## src/rtl/tc_mem_loader_pkg.sv

```systemverilog
// tc_mem_loader_pkg: shared state type, TCM depth and lane-mask helper for the image loader
package tc_mem_loader_pkg;
   typedef enum logic [2:0] {S_IDLE, S_LOAD, S_DRAIN, S_DONE, S_ERROR} state_t;
   localparam int DEPTH = 6144;
   function automatic logic [3:0] lane_mask(input logic [2:0] n_bytes);
      return 4'((5'd1 << n_bytes) - 5'd1);
   endfunction
endpackage

```

## src/rtl/tc_mem_image_loader_packer.sv

```systemverilog
// byte_to_word_packer: assembles accepted bytes into little-endian words with a lane mask
module byte_to_word_packer
   import tc_mem_loader_pkg::*;
(
   input  logic        clk,
   input  logic        reset_n,
   input  logic        i_clr,
   input  logic        i_valid,
   input  logic [7:0]  i_data,
   input  logic        i_eop,
   output logic [31:0] o_word,
   output logic [3:0]  o_be,
   output logic        o_word_valid
);
   logic [1:0]  r_idx;
   logic [31:0] r_asm;
   assign o_word       = r_asm | (32'(i_data) << {r_idx, 3'b000});
   assign o_be         = lane_mask(3'(r_idx) + 3'd1);
   assign o_word_valid = i_valid & ((r_idx == 2'd3) | i_eop);
   always_ff @(posedge clk or negedge reset_n)
      if (!reset_n) begin
         r_idx <= '0;
         r_asm <= '0;
      end else if (i_clr || o_word_valid) begin
         r_idx <= '0;
         r_asm <= '0;
      end else if (i_valid) begin
         r_idx <= r_idx + 2'd1;
         r_asm <= o_word;
      end
endmodule

```

## src/rtl/tc_mem_image_loader.sv

```systemverilog
// tc_mem_image_loader: streams a byte image into TCM port 2 as sequential little-endian words
module tc_mem_image_loader #(
   parameter int ADDR_W = 13,
   parameter int DEPTH  = tc_mem_loader_pkg::DEPTH
) (
   input  logic              clk,
   input  logic              reset_n,
   input  logic              start,
   input  logic              abort,
   input  logic [ADDR_W-1:0] base_addr,
   input  logic              sink_valid,
   output logic              sink_ready,
   input  logic [7:0]        sink_data,
   input  logic              sink_eop,
   output logic [ADDR_W-1:0] address2,
   output logic [3:0]        byteenable2,
   output logic              chipselect2,
   output logic              write2,
   output logic [31:0]       writedata2,
   output logic              clken2,
   output logic              busy,
   output logic              done,
   output logic              error,
   output logic [ADDR_W:0]   word_count,
   output logic [31:0]       checksum
);
   import tc_mem_loader_pkg::*;
   localparam logic [ADDR_W:0] L_DEPTH = (ADDR_W+1)'(DEPTH);
   state_t            r_state, w_next;
   logic              r_flush, w_flush;
   logic [ADDR_W-1:0] r_base, r_addr;
   logic [ADDR_W:0]   r_wc, w_fill;
   logic [31:0]       r_sum, r_data, w_word;
   logic [3:0]        r_be, w_be;
   logic              r_wr, w_acc, w_full, w_start, w_bad_base, w_pk_valid, w_wdone;
   assign w_acc      = sink_valid & sink_ready;
   assign w_fill     = {1'b0, r_base} + r_wc;
   assign w_full     = w_fill >= L_DEPTH;
   assign w_bad_base = {1'b0, base_addr} >= L_DEPTH;
   assign w_start    = start & ~abort & (r_state inside {S_IDLE, S_DONE, S_ERROR});
   assign w_pk_valid = w_acc & (r_state == S_LOAD) & ~w_full & ~abort;
   byte_to_word_packer u_packer (
      .clk         (clk),
      .reset_n     (reset_n),
      .i_clr       (abort | w_start),
      .i_valid     (w_pk_valid),
      .i_data      (sink_data),
      .i_eop       (sink_eop),
      .o_word      (w_word),
      .o_be        (w_be),
      .o_word_valid(w_wdone)
   );
   // r_flush keeps ERROR draining the stream until the image's EOP has gone by
   always_comb begin
      w_next  = r_state;
      w_flush = r_flush;
      if (abort) begin
         w_next  = S_IDLE;
         w_flush = 1'b0;
      end else if (w_start) begin
         w_next  = w_bad_base ? S_ERROR : S_LOAD;
         w_flush = w_bad_base;
      end else if (r_state == S_LOAD && w_acc) begin
         w_next  = w_full ? S_ERROR : (sink_eop ? S_DRAIN : S_LOAD);
         w_flush = w_full & ~sink_eop;
      end else if (r_state == S_DRAIN) begin
         w_next = S_DONE;
      end else if (r_state == S_ERROR && w_acc && sink_eop) begin
         w_flush = 1'b0;
      end
   end
   always_ff @(posedge clk or negedge reset_n)
      if (!reset_n) begin
         r_state <= S_IDLE;
         r_flush <= 1'b0;
         r_base  <= '0;
         r_wc    <= '0;
         r_sum   <= '0;
         r_addr  <= '0;
         r_be    <= '0;
         r_data  <= '0;
         r_wr    <= 1'b0;
      end else begin
         r_state <= w_next;
         r_flush <= w_flush;
         r_wr    <= w_wdone;
         if (w_start) begin
            r_base <= base_addr;
            r_wc   <= '0;
            r_sum  <= '0;
         end
         if (w_wdone) begin
            r_addr <= r_base + r_wc[ADDR_W-1:0];
            r_be   <= w_be;
            r_data <= w_word;
            r_wc   <= r_wc + 1'b1;
            r_sum  <= r_sum + w_word;
         end
      end
   assign sink_ready  = (r_state == S_LOAD) | ((r_state == S_ERROR) & r_flush);
   assign address2    = r_addr;
   assign byteenable2 = r_be;
   assign writedata2  = r_data;
   assign write2      = r_wr;
   assign chipselect2 = r_wr;
   assign clken2      = 1'b1;
   assign busy        = (r_state == S_LOAD) | (r_state == S_DRAIN);
   assign done        = r_state == S_DONE;
   assign error       = r_state == S_ERROR;
   assign word_count  = r_wc;
   assign checksum    = r_sum;
endmodule

```

## config.mk

```make
export PLATFORM = sky130hd
export DESIGN_NAME = tc_mem_image_loader
export DESIGN_NICKNAME = d
export VERILOG_FILES = /design/src/rtl/tc_mem_loader_pkg.sv /design/src/rtl/tc_mem_image_loader_packer.sv /design/src/rtl/tc_mem_image_loader.sv
export SDC_FILE = /design/constraint.sdc
export NUM_CORES = 1
export LEC_CHECK = 0
export ABC_CLOCK_PERIOD_IN_PS = 5900
export BUFFER_PORTS_ARGS = -buffer_cell sky130_fd_sc_hd__buf_2
export CAP_MARGIN = 30
export CORE_UTILIZATION = 30
export CTS_CLUSTER_SIZE = 24
export DETAILED_ROUTE_END_ITERATION = 12
export PLACE_DENSITY = 0.57
export REMOVE_ABC_BUFFERS = 1
export SLEW_MARGIN = 20
export SYNTH_ARGS = -nofsm -noshare
export SYNTH_HDL_FRONTEND = slang
export SYNTH_SLANG_ARGS = --single-unit
```

## constraint.sdc

```tcl
create_clock -name clk -period 5.9 [get_ports clk]
set_clock_uncertainty 0.2 [all_clocks]
set_input_delay 0.885 -clock clk [delete_from_list [all_inputs] [get_ports clk]]
set_output_delay 0.885 -clock clk [all_outputs]
set_load 0.01 [all_outputs]
```

Word-level counts from Yosys, hierarchy flattened
Index checks and enable logic that the tools add are counted.
{ "op_classes": {"n_addsub": 7, "n_mux": 20, "order_cmp": 2, "n_shift": 2, "n_eq_ne": 6, "reduce_logical": 11, "bitwise_logic": 17} }
{ "op_table": {"columns": ["cell", "n"], "rows": [
  ["$mux W32", 4],
  ["$add A32 B32 Y32", 1],
  ["$or A32 B32 Y32", 1],
  ["$shl A8 B5 Y32", 1],
  ["$mux W14", 2],
  ["$mux W3", 6],
  ["$add A13 B14 Y14", 1],
  ["$add A14 B1 Y14 const B", 1],
  ["$ge A14 B13 Y1 const B", 1],
  ["$add A13 B13 Y13", 1],
  ["$ge A13 B13 Y1 const B", 1],
  ["$and A1 B1 Y1", 9],
  ["$reduce_bool A4 Y1", 2],
  ["$eq A3 B2 Y1 const B", 2],
  ["$mux W2", 3],
  ["$mux W1", 5],
  ["$ne A4 B4 Y1 const B", 1],
  ["$or A1 B1 Y1", 4],
  ["$reduce_bool A2 Y1", 2],
  ["$shl A1 B3 Y4 const A", 1],
  ["$sub A4 B1 Y4 const B", 1],
  ["$add A2 B1 Y3 const B", 1],
  ["$eq A3 B1 Y1 const B", 1],
  ["$eq A3 B3 Y1 const B", 1],
  ["other kinds (8)", 12]
]} }
{ "totals": {"output_inout_bits": 102, "ff_bits": 147, "word_cells": 76} }

Logic depth before layout (Yosys ltp)
{ "depth": {"depth_word": 11, "depth_mapped": 14, "mapped_depth_nobuf": 14} }

Cells and area by module
Synthesis repeated with hierarchy kept, for this count alone.
{ "unflattened": {"cells_unflattened": 831, "area_unflattened_um2": 8252.9} }
{ "by_module_without_submodules": {"columns": ["mod", "area_per_inst_um2", "seq_area_each_um2", "instances", "cells_each"], "rows": [
  ["tc_mem_image_loader", 6617.6, 2827.7, 1, 691],
  ["byte_to_word_packer", 1635.3, 850.8, 1, 140]
]} }

Least setup slack after synthesis
No wires, ideal clock.
{ "synth_path": {"kind": "input to register", "startpoint": "input sink_data[4]", "endpoint": "register r_sum[17] (netlist: checksum[17])", "path_slack_ns": 2.309, "path_buffers": 0, "arrival_time_ns": 3.304, "path_stages": 10, "setup_time_ns": 0.087, "cell_sequence": "a21oi_1 > inv_1 > ha_1 > a21oi_1 > a31oi_1 > a211o_1 > a2111oi_0 > o21bai_1 > a2111o_1 > o211ai_1"} }
{ "synth_between": {"elab_chain_len": 4} }
{ "synth_rtl": {"columns": ["element", "line", "rtl"], "rows": [
  ["from (decl)", "tc_mem_image_loader.sv:13", "input logic [7:0] sink_data,"],
  ["$shl A8 B5 Y32", "tc_mem_image_loader_packer.sv:17", "assign o_word = r_asm | (32'(i_data) << {r_idx, 3'b000});"],
  ["$or A32 B32 Y32", "tc_mem_image_loader_packer.sv:17", null],
  ["via u_packer.o_word[4]", "tc_mem_image_loader_packer.sv:11", "output logic [31:0] o_word,"],
  ["$add A32 B32 Y32", "tc_mem_image_loader.sv:97", "r_sum <= r_sum + w_word;"],
  ["$mux W32", "tc_mem_image_loader.sv:92", "if (w_wdone) begin"],
  ["to (signal assigned)", "tc_mem_image_loader.sv:97", null],
  ["to (decl)", "tc_mem_image_loader.sv:33", "logic [31:0] r_sum, r_data, w_word;"]
]} }
The timed path passes the listed nets, and every way through them passes these cells.
A chain may end at the register's enable or synchronous reset.

Worst setup path after layout
{ "layout_path": {"startpoint": "register r_wc[0] (netlist: word_count[0])", "endpoint": "register r_wc[2] (netlist: word_count[2])"} }
{ "layout_between": {"elab_chain_len": 7, "word_cells_on_any_way": 9, "classes_between": "add/sub: 2; order compare: 1; mux: 1; bitwise: 4; reduce/logical: 1"} }
{ "layout_rtl": {"columns": ["element", "line", "rtl"], "rows": [
  ["from (decl)", "tc_mem_image_loader.sv:32", "logic [ADDR_W:0] r_wc, w_fill;"],
  ["from (signal assigned)", "tc_mem_image_loader.sv:96", "r_wc <= r_wc + 1'b1;"],
  ["$add A13 B14 Y14", "tc_mem_image_loader.sv:37", "assign w_fill = {1'b0, r_base} + r_wc;"],
  ["$ge A14 B13 Y1", "tc_mem_image_loader.sv:38", "assign w_full = w_fill >= L_DEPTH;"],
  ["$not A1 Y1", "tc_mem_image_loader.sv:41", "assign w_pk_valid = w_acc & (r_state == S_LOAD) & ~w_full & ~abort;"],
  ["$and A1 B1 Y1 (2 in series)", "tc_mem_image_loader.sv:41", null],
  ["$and A1 B1 Y1", "tc_mem_image_loader_packer.sv:19", "assign o_word_valid = i_valid & ((r_idx == 2'd3) | i_eop);"],
  ["$mux W14 or $reduce_bool A2 Y1 (tied branches)", null, null]
]} }
Parallel ways exist; a longest one is shown, timed or not.

==> impl_metrics.csv <==
group,metric,value,unit
status,status,"finished, final reports clean",
clock_network,cts_hold_buf,0,
timing,worstMarginPinSlew,855,ps
power,power_leakage,5.31,nW
global_routing,grt.overflow.total,0,
route,drcViolationCount,0,
floorplan,dieHeight,173,um
job,drv_cap,0,
finish,nFillCells,2909,
floorplan,rows,62,
finish,final_net_count,1126,
global_routing,antenna_found_initial,1,
timing,fin_crit_sh,78.3,%
synthesis,ys_seq_elements,147,
finish,drive_gt1_share,21.7,%
synthesis,ys_types,71,
floorplan,die-area,0.0298,mm2
route,ant_nets,0,
worst_setup_path,worstReg2RegEnd,"word_count[2]",
clock_network,clk_latency,430,ps
clock_network,htreeDepth,4,
timing,hold_violations,0,
finish,syn_to_final_growth,18.8,%
worst_setup_path,criticalPathCategory,"reg -> reg",
synthesis,yosysWarnings,0,
floorplan,initial_core_util,30.5,%
floorplan,die_x,173,um
placed_design,io_buffers,127,
power,ir_drop,209,uV
global_routing,grt_max_degree,85,
synthesis,synth_ff_type,"dfrtp_1",
timing,fin_setup_tns,0,ps
synthesis,avgSynthCellArea,9.31,um2
worst_setup_path,cp-end-kind,"flop",
finish,fin_cells,1445,
floorplan,pin_count,129,
worst_setup_path,arrival,4770,ps
worst_setup_path,rr_worst_depth,11,
clock_network,postCtsResizedCells,0,
route,drt_pre_antenna_iters,4,
clock_network,root_buffer,"clkbuf_16",
worst_hold_path,hold_path.class,"in -> async",
timing,rsz0062_at_grt,"no",
timing,slew_headroom,42.9,%
clock_network,cts_tree,"built",
power,p_per_area,308,mW/mm2
clock_network,numClockSinks,147,
clock_network,cts_buffer_depth,2,
timing,max_freq,217,MHz
floorplan,core-area,0.0286,mm2
timing,slew_violations,0,
timing,setup_viol,0,
global_routing,track_usage,16.0,%
worst_setup_path,rr_startpoint,"word_count[0]",
worst_setup_path,cp_max_fo,84,
finish,n_antenna_cell,0,
synthesis,yosysSeqAreaShare,42.2,%
placed_design,globalplace.congestion,0.829,
route,wl_per_cell,16.2,um
worst_setup_path,cp-start-kind,"flop",
clock_network,cts_buffers,17,
worst_setup_path,cp.required,6050,ps
global_routing,grt_pass1_vias,7003,
finish,postLayoutCoreUtil,36.2,%
global_routing,grt_pass1_wl,38300,um
timing,fin_crit,4620,ps
synthesis,synth_edf_count,0,
placed_design,placed_cells,1413,
clock_network,cts.clk_slew.worst_paths,60,ps
route,wirelength,23500,um
route,drt_iter0_markers,415,
route,viasPerCell,4.92,
synthesis,syn_area,0.00872,mm2
clock_network,cts_setup_buffers,0,
worst_setup_path,rrSetupSlack,1280,ps
synthesis,async_flop_share,100,%
timing,fin_ws,1280,ps
route,vias,7115,
synthesis,syn-instance-count,937,
placed_design,dpl.hpwl,17100,um
placed_design,pre_cts_slack,1300,ps
==> layout by cell type, fill, tap and decap left out, types with 5 or more instances in the layout <==
cell type / count
or2_2: 5
xor2_1: 12
a21o_1: 22
o21ai_1: 8
o31ai_1: 7
nand3_1: 56
o2bb2ai_2: 29
buf_2: 126
nor2_1: 29
bufinv_16: 5
nor3_1: 10
nand2_1: 126
clkbuf_16: 17
mux2_2: 11
a21oi_1: 72
xnor2_1: 18
a31oi_1: 8
nand2b_1: 7
o211ai_1: 5
and3_1: 20
inv_1: 64
ha_1: 49
dfrtp_1: 147
o21ai_0: 90
o21a_1: 12
or3_1: 7
nor2b_1: 8
==> layout make-up <==
| type | instances | area, um2 | share of cell area [%] |
|---|---|---|---|
| clock inverter | 13 | 205 | 1.98 |
| tap | 384 | 480 | 4.63 |
| sequential | 147 | 3680 | 35.5 |
| inverter | 65 | 244 | 2.35 |
| multi-input combinational | 683 | 4580 | 44.1 |
| timing repair buffer | 134 | 731 | 7.05 |
| clock buffer | 19 | 453 | 4.37 |
==> stage by stage <==
stage / power (mW) / cell area, um2 / hold WS [ps]
finish: 3.19 / 10400 / 142
floorplan: 1.70 / 8480 / 250
global placement: 1.97 / 9650 / 261
detailed placement: 1.99 / 9710 / 264
CTS: 3.23 / 10400 / 143
global route: 3.37 / 10400 / 158
==> how the worst max path moves through the flow <==
stage | start | endpoint | slack (ps) | cells past startpoint
after floorplan | word_count[0] | word_count[3] | 970 | 11
after global placement | word_count[0] | word_count[2] | 1320 | 11
after detailed placement | word_count[0] | word_count[2] | 1300 | 11
after CTS | word_count[0] | word_count[2] | 1250 | 11
after global routing | word_count[0] | word_count[2] | 860 | 11
final | word_count[0] | word_count[2] | 1280 | 11
==> power breakdown <==
part	leakage (nW)	internal (mW)	switching (mW)
logic	3.00	0.277	0.449
registers	2.00	1.15	0.0957
clock network	0.315	0.773	0.448
==> kinds of logic (layout without fill, tap and decap cells) <==
logic type	count (synthesis)	after routing	synth area share [%]
buffers and inverters	107	231	5.55
xor gates and xnor gates	30	30	3.01
and+or+nand+nor	281	281	15.0
DFF	147	147	42.2
adders and majority gates	51	51	7.49
AOI/OAI and AO/OA	305	305	24.8
muxes	15	15	1.88
other	1	1	0.0430
==> per-layer routing <==
layer / routed length (um) / global-route usage, %
met1: 11100 / 21.7
met4: 251 / 4.39
met2: 10900 / 25.6
met5: 13 / 0
met3: 1150 / 3.78
==> registers in the layout, indices dropped and copies added, names as in the netlist, 2 cells and up <==
register / count
u_packer.r_idx: 2
writedata2: 32
address2: 13
r_state: 3
r_base: 13
word_count: 14
byteenable2: 4
checksum: 32
u_packer.r_asm: 32
==> critical path: stages (launching register included) <==
cell and delay, ps:
dfrtp_1 440, ha_1 260, fa_1 440, a211oi_2 250, o21ai_1 110, a21o_1 230
a311oi_1 320, xnor2_1 340, a211o_4 730, buf_4 670, mux2_2 400, o21ai_0 130
==> synthesized netlist by cell type (4+ instances only) <==
master / number / area (um2)
dfrtp_1: 147 / 3680
nand2_1: 126 / 473
o21ai_0: 90 / 450
a21oi_1: 72 / 360
inv_1: 64 / 240
nand3_1: 56 / 280
ha_1: 49 / 613
nor2_1: 30 / 113
o2bb2ai_2: 29 / 435
a21o_1: 22 / 165
clkbuf_1: 21 / 78.8
and3_1: 20 / 125
xnor2_1: 18 / 158
o21a_1: 12 / 90.1
xor2_1: 12 / 105
mux2_2: 11 / 124
nor3_1: 10 / 50.1
a31oi_1: 8 / 50.1
buf_6: 8 / 90.1
nor2b_1: 8 / 50.1
o21ai_1: 8 / 40.0
nand2b_1: 7 / 43.8
o31ai_1: 7 / 52.6
or3_1: 7 / 43.8
buf_2: 6 / 30.0
o211ai_1: 5 / 37.5
or2_2: 5 / 31.3
a2111oi_0: 4 / 35.0
a211oi_1: 4 / 30.0
a311oi_1: 4 / 35.0
a31o_2: 4 / 35.0
buf_4: 4 / 30.0
mux2i_1: 4 / 40.0
o21bai_1: 4 / 30.0
No activity file was read; power rests on OpenSTA's default activity.
